File: config.mk
export PLATFORM = sky130hd
export DESIGN_NAME = hamming_secded_decoder
export DESIGN_NICKNAME = d
export VERILOG_FILES = /design/src/rtl/hamming_secded_decoder.sv
export SDC_FILE = /design/constraint.sdc
export NUM_CORES = 1
export LEC_CHECK = 0
export ABC_AREA = 0
export CAP_MARGIN = 30
export CORE_ASPECT_RATIO = 0.8
export CORE_MARGIN = 3
export CORE_UTILIZATION = 52
export DETAILED_ROUTE_END_ITERATION = 10
export PLACE_DENSITY = 0.79
export SLEW_MARGIN = 20
export SYNTH_ARGS = -nofsm -noshare
export SYNTH_HDL_FRONTEND = slang
export SYNTH_SLANG_ARGS = --single-unit
File: constraint.sdc
create_clock -name clk -period 5.65 [get_ports clk]
set_clock_uncertainty 0.1 [all_clocks]
set_input_delay 1.13 -clock clk [delete_from_list [all_inputs] [get_ports clk]]
set_output_delay 1.13 -clock clk [all_outputs]
set_load 0.1 [all_outputs]
File: src/rtl/hamming_secded_decoder.sv
// Hamming SECDED decoder: walks NUM_MSG codewords in data memory, corrects/flags errors, writes results back.
// Optional per-run error counters are enabled by defining HAMMING_STATS_EN.
module hamming_secded_decoder #(
    parameter int NUM_MSG  = 15,
    parameter int SRC_BASE = 30,
    parameter int DST_BASE = 0,
    parameter int AW       = 8,
    localparam int CW      = $clog2(NUM_MSG + 1)
) (
    input  logic          clk,
    input  logic          reset,
    input  logic          start,
    output logic          done,
    output logic [AW-1:0] mem_addr,
    input  logic [7:0]    mem_rd_data,
    output logic          mem_wr_en,
    output logic [7:0]    mem_wr_data,
    output logic [CW-1:0] single_cnt,
    output logic [CW-1:0] double_cnt
);

    localparam int IW = (NUM_MSG > 1) ? $clog2(NUM_MSG) : 1;

    typedef enum logic [2:0] {IDLE, RD_LO, RD_HI, DECODE, WR_LO, WR_HI, DONE} state_t;

    state_t          state, next_state;
    logic [IW-1:0]   idx;
    logic [7:0]      cw_lo, cw_hi;
    logic [7:0]      res_lo, res_hi;
    logic            done_q;
    logic            last;
    logic [AW-1:0]   src_addr, dst_addr;

    logic [15:0]     cw, fixed;
    logic [3:0]      syn;
    logic            par;
    logic [1:0]      flags;
    logic [10:0]     data;

    assign last     = (idx == IW'(NUM_MSG - 1));
    assign src_addr = AW'(SRC_BASE) + (AW'(idx) << 1);
    assign dst_addr = AW'(DST_BASE) + (AW'(idx) << 1);
    assign done     = done_q;

    // The syndrome equals the XOR of the positions of all set bits in cw[15:1].
    always_comb begin
        cw  = {cw_hi, cw_lo};
        syn = '0;
        for (int k = 1; k < 16; k++) begin
            if (cw[k]) syn = syn ^ 4'(k);
        end
        par   = ^cw;
        fixed = cw;
        if (par) fixed[syn] = ~cw[syn];
        if (par)             flags = 2'b01;
        else if (syn != '0)  flags = 2'b10;
        else                 flags = 2'b00;
        data = {fixed[15:9], fixed[7:5], fixed[3]};
    end

    always_ff @(posedge clk or posedge reset) begin
        if (reset) state <= IDLE;
        else       state <= next_state;
    end

    always_comb begin
        next_state  = state;
        mem_addr    = '0;
        mem_wr_en   = 1'b0;
        mem_wr_data = '0;
        unique case (state)
            IDLE:    if (start) next_state = RD_LO;
            RD_LO: begin
                mem_addr   = src_addr;
                next_state = RD_HI;
            end
            RD_HI: begin
                mem_addr   = src_addr + AW'(1);
                next_state = DECODE;
            end
            DECODE:  next_state = WR_LO;
            WR_LO: begin
                mem_wr_en   = 1'b1;
                mem_addr    = dst_addr;
                mem_wr_data = res_lo;
                next_state  = WR_HI;
            end
            WR_HI: begin
                mem_wr_en   = 1'b1;
                mem_addr    = dst_addr + AW'(1);
                mem_wr_data = res_hi;
                next_state  = last ? DONE : RD_LO;
            end
            DONE:    next_state = IDLE;
            default: next_state = IDLE;
        endcase
    end

    // done is set on the way into DONE and only cleared by reset or an accepted start.
    always_ff @(posedge clk or posedge reset) begin
        if (reset) begin
            idx    <= '0;
            cw_lo  <= '0;
            cw_hi  <= '0;
            res_lo <= '0;
            res_hi <= '0;
            done_q <= 1'b0;
        end else begin
            unique case (state)
                IDLE: if (start) begin
                    idx    <= '0;
                    done_q <= 1'b0;
                end
                RD_LO:  cw_lo <= mem_rd_data;
                RD_HI:  cw_hi <= mem_rd_data;
                DECODE: begin
                    res_lo <= data[7:0];
                    res_hi <= {flags, 3'b000, data[10:8]};
                end
                WR_HI: begin
                    if (last) begin
                        idx    <= '0;
                        done_q <= 1'b1;
                    end else begin
                        idx <= idx + IW'(1);
                    end
                end
                default: ;
            endcase
        end
    end

`ifdef HAMMING_STATS_EN
    always_ff @(posedge clk or posedge reset) begin
        if (reset) begin
            single_cnt <= '0;
            double_cnt <= '0;
        end else if (state == IDLE && start) begin
            single_cnt <= '0;
            double_cnt <= '0;
        end else if (state == DECODE) begin
            if (flags == 2'b01) single_cnt <= single_cnt + CW'(1);
            if (flags == 2'b10) double_cnt <= double_cnt + CW'(1);
        end
    end
`else
    assign single_cnt = '0;
    assign double_cnt = '0;
`endif

endmodule
# [Yosys cells after proc, flatten, opt, wreduce, memory -nomap -nowiden]
# Cells that the tools add are included.
[totals] reg_bits=37 inputBits=11 out_inout_bits=26 wordCells=79
[classes] add_sub_neg=4 magnitude_cmp=2 n_eq_ne=8 mux=35 bitwise_logic=15 n_reduce_logical=8
[ops] operator="2-to-1 mux 4 bit" n=10
[ops] operator="case mux 7 bit (4 select lines)" n=1
[ops] operator="2-to-1 mux 3 bit" n=6
[ops] operator="case mux 3 bit (6 select lines)" n=1
[ops] operator="bitwise mux 16 bit" n=1
[ops] operator="2-to-1 mux 16 bit" n=1
[ops] operator="case mux 8 bit (2 select lines)" n=1
[ops] operator="XOR reduction 16 bit" n=1
[ops] operator="NOT 2 bit" n=6
[ops] operator="NOT 3 bit" n=4
[ops] operator="2-to-1 mux 2 bit" n=4
[ops] operator="case mux 4 bit (2 select lines)" n=1
[ops] operator="adder 6 x 1 -> 7 bit, second input constant" n=1
[ops] operator="adder 5 x 1 -> 6 bit, second input constant" n=1
[ops] operator="adder 5 x 5 -> 6 bit, first input constant" n=1
[ops] operator="equality test 3 x 2 -> 1 bit, second input constant" n=2
[ops] operator="equality test 3 bit, second input constant" n=2
[ops] operator="2-to-1 mux 1 bit" n=6
[ops] operator="less-than comparator 4 x 5 -> 1 bit, second input constant" n=1
[ops] operator="adder 4 x 1 -> 4 bit, second input constant" n=1
[ops] operator="binary-select mux 1 bit (select 4 bit)" n=1
[ops] operator="demux 1 bit (select 4 bit)" n=1
[ops] operator="equality test 4 bit, second input constant" n=1
[ops] operator=">= comparator 4 x 1 -> 1 bit, second input constant" n=1
[ops] operator="other kinds (13)" n=16

# [Logic depth before layout (Yosys ltp)]
# Gate-level depths: netlist of the first run.
[logic_depth] depth_word=32 ltp_mapped=9

# [Least setup slack after synthesis of the first run]
# Ideal clock, no wire load.
[synth_timing] kind="flip-flop to output port" startpoint="register state[1]" endpoint="output mem_addr[5]" t_arrival_ns=3.235 slack_ns=1.185 stages_incl_launch_ff=5 path_cell_list="dfrtp_1 > clkbuf_1 > nor2b_1 > nor2b_1 > a311oi_1"
[synth_between] elab_chain_cells=2 elab_cells_between_ends=5
[synth_lines] element="from (decl)" line_no="26" rtl="state_t state, next_state;"
[synth_lines] element="from (signal assigned)" line_no="63" rtl="else state <= next_state;"
[synth_lines] element="equality test 3 bit, or another cell as far along" line_no="71" rtl="unique case (state)"
[synth_lines] element="case mux 7 bit (4 select lines) *" line_no="71"
[synth_lines] element="to (decl)" line_no="14" rtl="output logic [AW-1:0] mem_addr,"
# Every way passes the cells marked *; elsewhere a longest branch is shown, timed or not.

# [Final worst setup path of the first run]
[layout_timing] startpoint="register state[0]" endpoint="output mem_addr[4]"
# The elaborated chain is that of the path after synthesis.

==> metrics, run 1 <==
num rows 22; worst reg2reg path endpoint res_lo[6]; fin crit share 76.98%; CTS Buf Count 5; post-CTS sizing 0; placed cells 361; setup violators final 0; Post-DP Area between 2000 and 3000 sq um; crit path cell chain nand2b_1, nor2b_1, nor3_1, a31oi_1, o32ai_1, clkdlybuf4s50_1; Die Ht 69.23 microns; Non-Filler Instances 369; routed length per instance 14.74 microns; Port Buffers 26; Netlist Area Pre-Place between 2000 and 3000 sq um; R2R Path Start cw_hi[2]; Final Slew Violations 0; CP bufs+invs 1; maxcap violations 0; Startpoint Class flop; worst hold path stage count 2; hold_buf cts 0; post-route ant nets 0; Fmax 0.2299 GHz; area of the core approximately 4700 sq um; #FFs+latches synth 37; syn avg cell area 9.151 sq um; Synth cell types 44; CP Class reg -> out; commonest non-fill, non-tap cell in the layout nand2_1; DR vias/cell 5.591; Final Net Count 323; n_diodes 0; commonest cells after routing, fill and taps aside nand2_1, dfrtp_1, clkdlybuf4s50_1; Starting Density 55.21%; min-delay src res_lo[3]; clock root buffer clkbuf_8; Initial DRT Pass Iterations 4; TritonCTS Sinks 37; CTS clk-pin slew, worst paths 0.07 ns; crit-path max FO 20; crit path launch state[0]; initial antenna violation count 0; R2R depth 7; die area between 5000 and 6000 sq um; Clock Latency Late Sink 0.29 ns; CP max-delay cell clkdlybuf4s50_1; number of synthesis warnings 0; setup TNS 0 ns; Hold WC Path Type reg -> reg; I/O Pins 37; Hold Crit Endpoint res_lo[3]; drt first-iter violations 161; post-CTS setup buffer count 0; H-tree depth 2; cell area after layout 2963 sq um; Tmin final about 4.3 ns; CTS tree yes; Final Util 62.95%; DP Wirelength 4.195 mm; final global-route overflow total 0; WL final 5.438 mm; gpl congestion 0.9512; synthesis-to-finish area growth 14.01%; first-pass GRT wire length 9.370 mm; cell count after synthesis 284; crit-path max cell delay 1.20 ns; die width 85.04 microns; Tightest Pin Transition 0.9870 ns; CTS Buffer Depth 2; sequential share of the synthesized area 35.63%; largest net degree at the start of global routing 38; Slew headroom 34.00%; critical path data required time 4.42 ns; Worst Path Arrival 3.12 ns; Post-route DRC 0; outcome complete, no violations; final-report hold violation count 0; vias in the first global route 1,924; share of post-route cells with drive strength above 1 between 10% and 20%; Vias 2,063; RSZ-0062 raised after global routing false; FF-to-FF setup slack 3.10 ns; total track usage 19.58%; CP Capture Type output pin; Largest delay share family, worst path buffers and inverters
## final cells by class
class                   count  area, sq um
clock buffers               5        68.82
clock inverters             3        21.27
fillers                   418         1744
inverters                  11        41.29
multi-input cells         224         1548
flip-flops and latches     37        925.9
well taps                  60        75.07
repair buffers             29        282.8
## sequential cells by signal, indices dropped and copies added, names as in the netlist
register	flops
res_hi	5
idx	4
res_lo	8
done	1
cw_lo	8
cw_hi	8
state	3
## worst reg2reg max path: stages (launching register included)
cell and delay (ns):
dfrtp_1 0.45, xnor2_1 0.46, xnor2_1 0.25, nand2_1 0.18, mux2_1 0.19, nor2_1 0.06
or4_1 0.51, o221a_1 0.23
## metal layers
metal  global-route usage (%)  wire [microns]  vias to the layer above
li1                         -               -                     1010
met1                    30.52            2705                     1000
met2                    28.28            2451                       51
met3                    3.682             255                        2
met4                    3.866              25                        0
met5                        0               0                        -
## stage by stage
stage                     setup WS, ns  hold WS [ns]
after floorplan                  1.185        0.3476
after global placement           1.763        0.3620
after detailed placement         1.655        0.3768
after CTS                        1.336        0.3944
after global routing             1.160        0.4221
final                            1.300        0.3872
## Yosys cell counts (all sizes together)
library cell | count | share of area, %
nor3b | 3 | 0.87
nand2b | 7 | 1.7
conb | 1 | 0.14
or3 | 2 | 0.48
mux2i | 11 | 4.2
xnor2 | 24 | 9.5
nor2b | 3 | 0.72
o22ai | 6 | 1.4
nor3 | 3 | 0.58
o221a | 3 | 1.3
or2 | 2 | 0.48
nand4 | 2 | 0.48
ha | 4 | 1.9
mux2 | 17 | 7.4
a211o | 2 | 0.67
o31ai | 1 | 0.29
inv | 11 | 1.6
clkbuf | 10 | 1.4
o32ai | 3 | 1.0
a311oi | 1 | 0.34
maj3 | 2 | 0.77
xor2 | 8 | 3.3
buf | 11 | 3.1
nand3 | 3 | 0.58
or4 | 1 | 0.29
nor2 | 21 | 3.0
a2111oi | 1 | 0.34
o31a | 3 | 1.0
o21ai | 20 | 3.9
a211oi | 1 | 0.29
a21oi | 11 | 2.1
o21a | 2 | 0.58
and2 | 3 | 0.72
nand2 | 39 | 5.6
dfrtp | 37 | 36
o2bb2ai | 1 | 0.58
a31oi | 3 | 0.72
xor3 | 1 | 0.91
## cell families after synthesis
group / synth area share [%]
other: 0.1443
DFF: 35.63
and+or+nand+nor: 15.55
AOI/OAI and AO/OA: 14.54
buffers and inverters: 6.114
muxes: 11.60
adders and majority gates: 2.696
xor gates and xnor gates: 13.72
## worst max-delay path by stage
| stage | slack [ns] | to | depth (start not counted) |
|---|---|---|---|
| after floorplan | 1.19 | mem_addr[5] | 4 |
| after global placement | 1.76 | mem_addr[4] | 6 |
| after detailed placement | 1.66 | mem_addr[4] | 6 |
| after CTS | 1.34 | mem_addr[4] | 6 |
| after global routing | 1.16 | mem_addr[4] | 6 |
| final | 1.30 | mem_addr[4] | 6 |
Power of run 1 is left out: the tool's default activity adds up to more than one toggle a clock period on the data nets, which glitch-free logic cannot reach.
==> run 2: changes to the inputs <==
- clock period: 5.65 -> 4.55 ns (I/O delays scaled with it)
==> run 2 against run 1 <==
Non-clock buffer count unchanged. Core utilization decreased by 0.64 points. Critical path depth shrank 3. Worst setup slack worse by 0.45 ns. Cell count is the same. Register-to-register slack got worse by 1.1 ns. Routed wire length is 0.75% lower. Die area unchanged. Via count fell by 0.24%. Cell area fell by 1.0%. Global-route usage down 0.33 points. First-iteration DRC count grew 15%. Critical endpoint is now mem_wr_en.
==> metrics, run 2 (synthesized netlist as in run 1, its figures left out) <==
outcome complete, no violations; Hold Crit Endpoint res_lo[0]; routed length per instance 14.63 microns; final-report hold violation count 0; share of post-route cells with drive strength above 1 14.24%; area of the core between 4000 and 5000 sq um; Fmax about 0.27 GHz; synthesis-to-finish area growth 12.85%; largest net degree at the start of global routing 23; post-route ant nets 0; CTS tree yes; Starting Density 55.21%; post-CTS setup buffer count 0; Worst Path Arrival 2.69 ns; Hold WC Path Type reg -> reg; Final Slew Violations 0; crit-path max FO 17; gpl congestion 0.9658; Post-route DRC 0; Slew headroom 35.53%; maxcap violations 0; CP Capture Type output pin; Die Ht 69.23 microns; Vias 2,058; RSZ-0062 raised after global routing false; Final Net Count 323; Clock Latency Late Sink 0.29 ns; Tmin final 3.698 ns; CTS Buffer Depth 2; fill cell count 407; initial antenna violation count 0; Initial DRT Pass Iterations 4; total track usage 19.25%; critical path data required time 3.54 ns; worst hold path stage count 2; FF-to-FF setup slack 2.02 ns; Port Buffers 26; post-CTS sizing 0; TritonCTS Sinks 37; die width 85.04 microns; CTS clk-pin slew, worst paths 0.07 ns; first-pass GRT wire length roughly 9.2 mm; die area 5887 sq um; I/O Pins 37; H-tree depth 2; biggest registers after layout cw_hi: 8 flops, cw_lo: 8 flops, res_lo: 8 flops; commonest cells after routing, fill and taps aside nand2_1, dfrtp_1, nor2_1; drt first-iter violations 185; CTS Buf Count 5; num rows 22; min-delay src res_lo[0]; setup TNS 0 ns; clock root buffer clkbuf_8; worst reg2reg path endpoint res_lo[5]; CP Class reg -> out; Startpoint Class flop; final global-route overflow total 0; R2R Path Start cw_lo[7]; n_diodes 0; hold_buf cts 0; fin crit share 81.28%; commonest non-fill, non-tap cell in the layout nand2_1; DR vias/cell 5.577; setup violators final 0; vias in the first global route 1,902; WL final 5.397 mm; Tightest Pin Transition 0.9640 ns; DP Wirelength 4.194 mm; R2R depth 6
run 2: changes by cell type in the layout (fill, tap and decap cells not counted):
cell,delta
buf_4,+9
clkbuf_1,+1
clkdlybuf4s50_1,-9
clkinv_2,+1
clkinvlp_4,-1
inv_6,-1
run 2: through the flow:
| stage | cells | cell area, sq um | util (%) | hold WS, ns | worst slack (ns) |
|---|---|---|---|---|---|
| CTS | 369 | 2933 | 62.31 | 0.3971 | 0.8774 |
| detailed placement | 361 | 2850 | 60.55 | 0.3804 | 1.195 |
| global route | 369 | 2933 | 62.31 | 0.4277 | 0.6555 |
| floorplan | 293 | 2633 | - | 0.3476 | 0.3051 |
| global placement | 361 | 2850 | 60.55 | 0.3664 | 1.259 |
| finish | 369 | 2933 | 62.31 | 0.3876 | 0.8519 |
run 2: worst max path at each step:
stage,from,to,slack [ns],depth (start not counted)
floorplan,state[1],mem_addr[5],0.31,4
global placement,state[2],mem_wr_en,1.26,3
detailed placement,state[2],mem_wr_en,1.19,3
CTS,state[2],mem_wr_en,0.88,3
global route,state[2],mem_wr_en,0.66,3
finish,state[2],mem_wr_en,0.85,3
run 2: layout make-up:
class                   count  area [sq um]  area share [%]
well taps                  60         75.07           2.560
clock buffers               6         72.57           2.474
inverters                  11         41.29           1.408
repair buffers             29         260.3           8.874
clock inverters             2         10.01          0.3413
flip-flops and latches     37         925.9           31.57
multi-input cells         224          1548           52.77
run 2: worst max-delay path, stage by stage (launching register included):
cell and delay (ns):
dfrtp_1 0.63, nand2b_1 0.34, inv_1 0.26, clkdlybuf4s50_1 1.17
run 2: metal layers:
metal,vias up,wire length (microns),global-route usage [%],part of all wire [%]
met5,-,0,0,0
met4,0,60,5.448,1.1
met3,7,292,4.869,5.4
met2,54,2394,27.76,44
met1,984,2650,28.59,49
li1,1013,-,-,-
Power of run 2 is left out for the same reason.
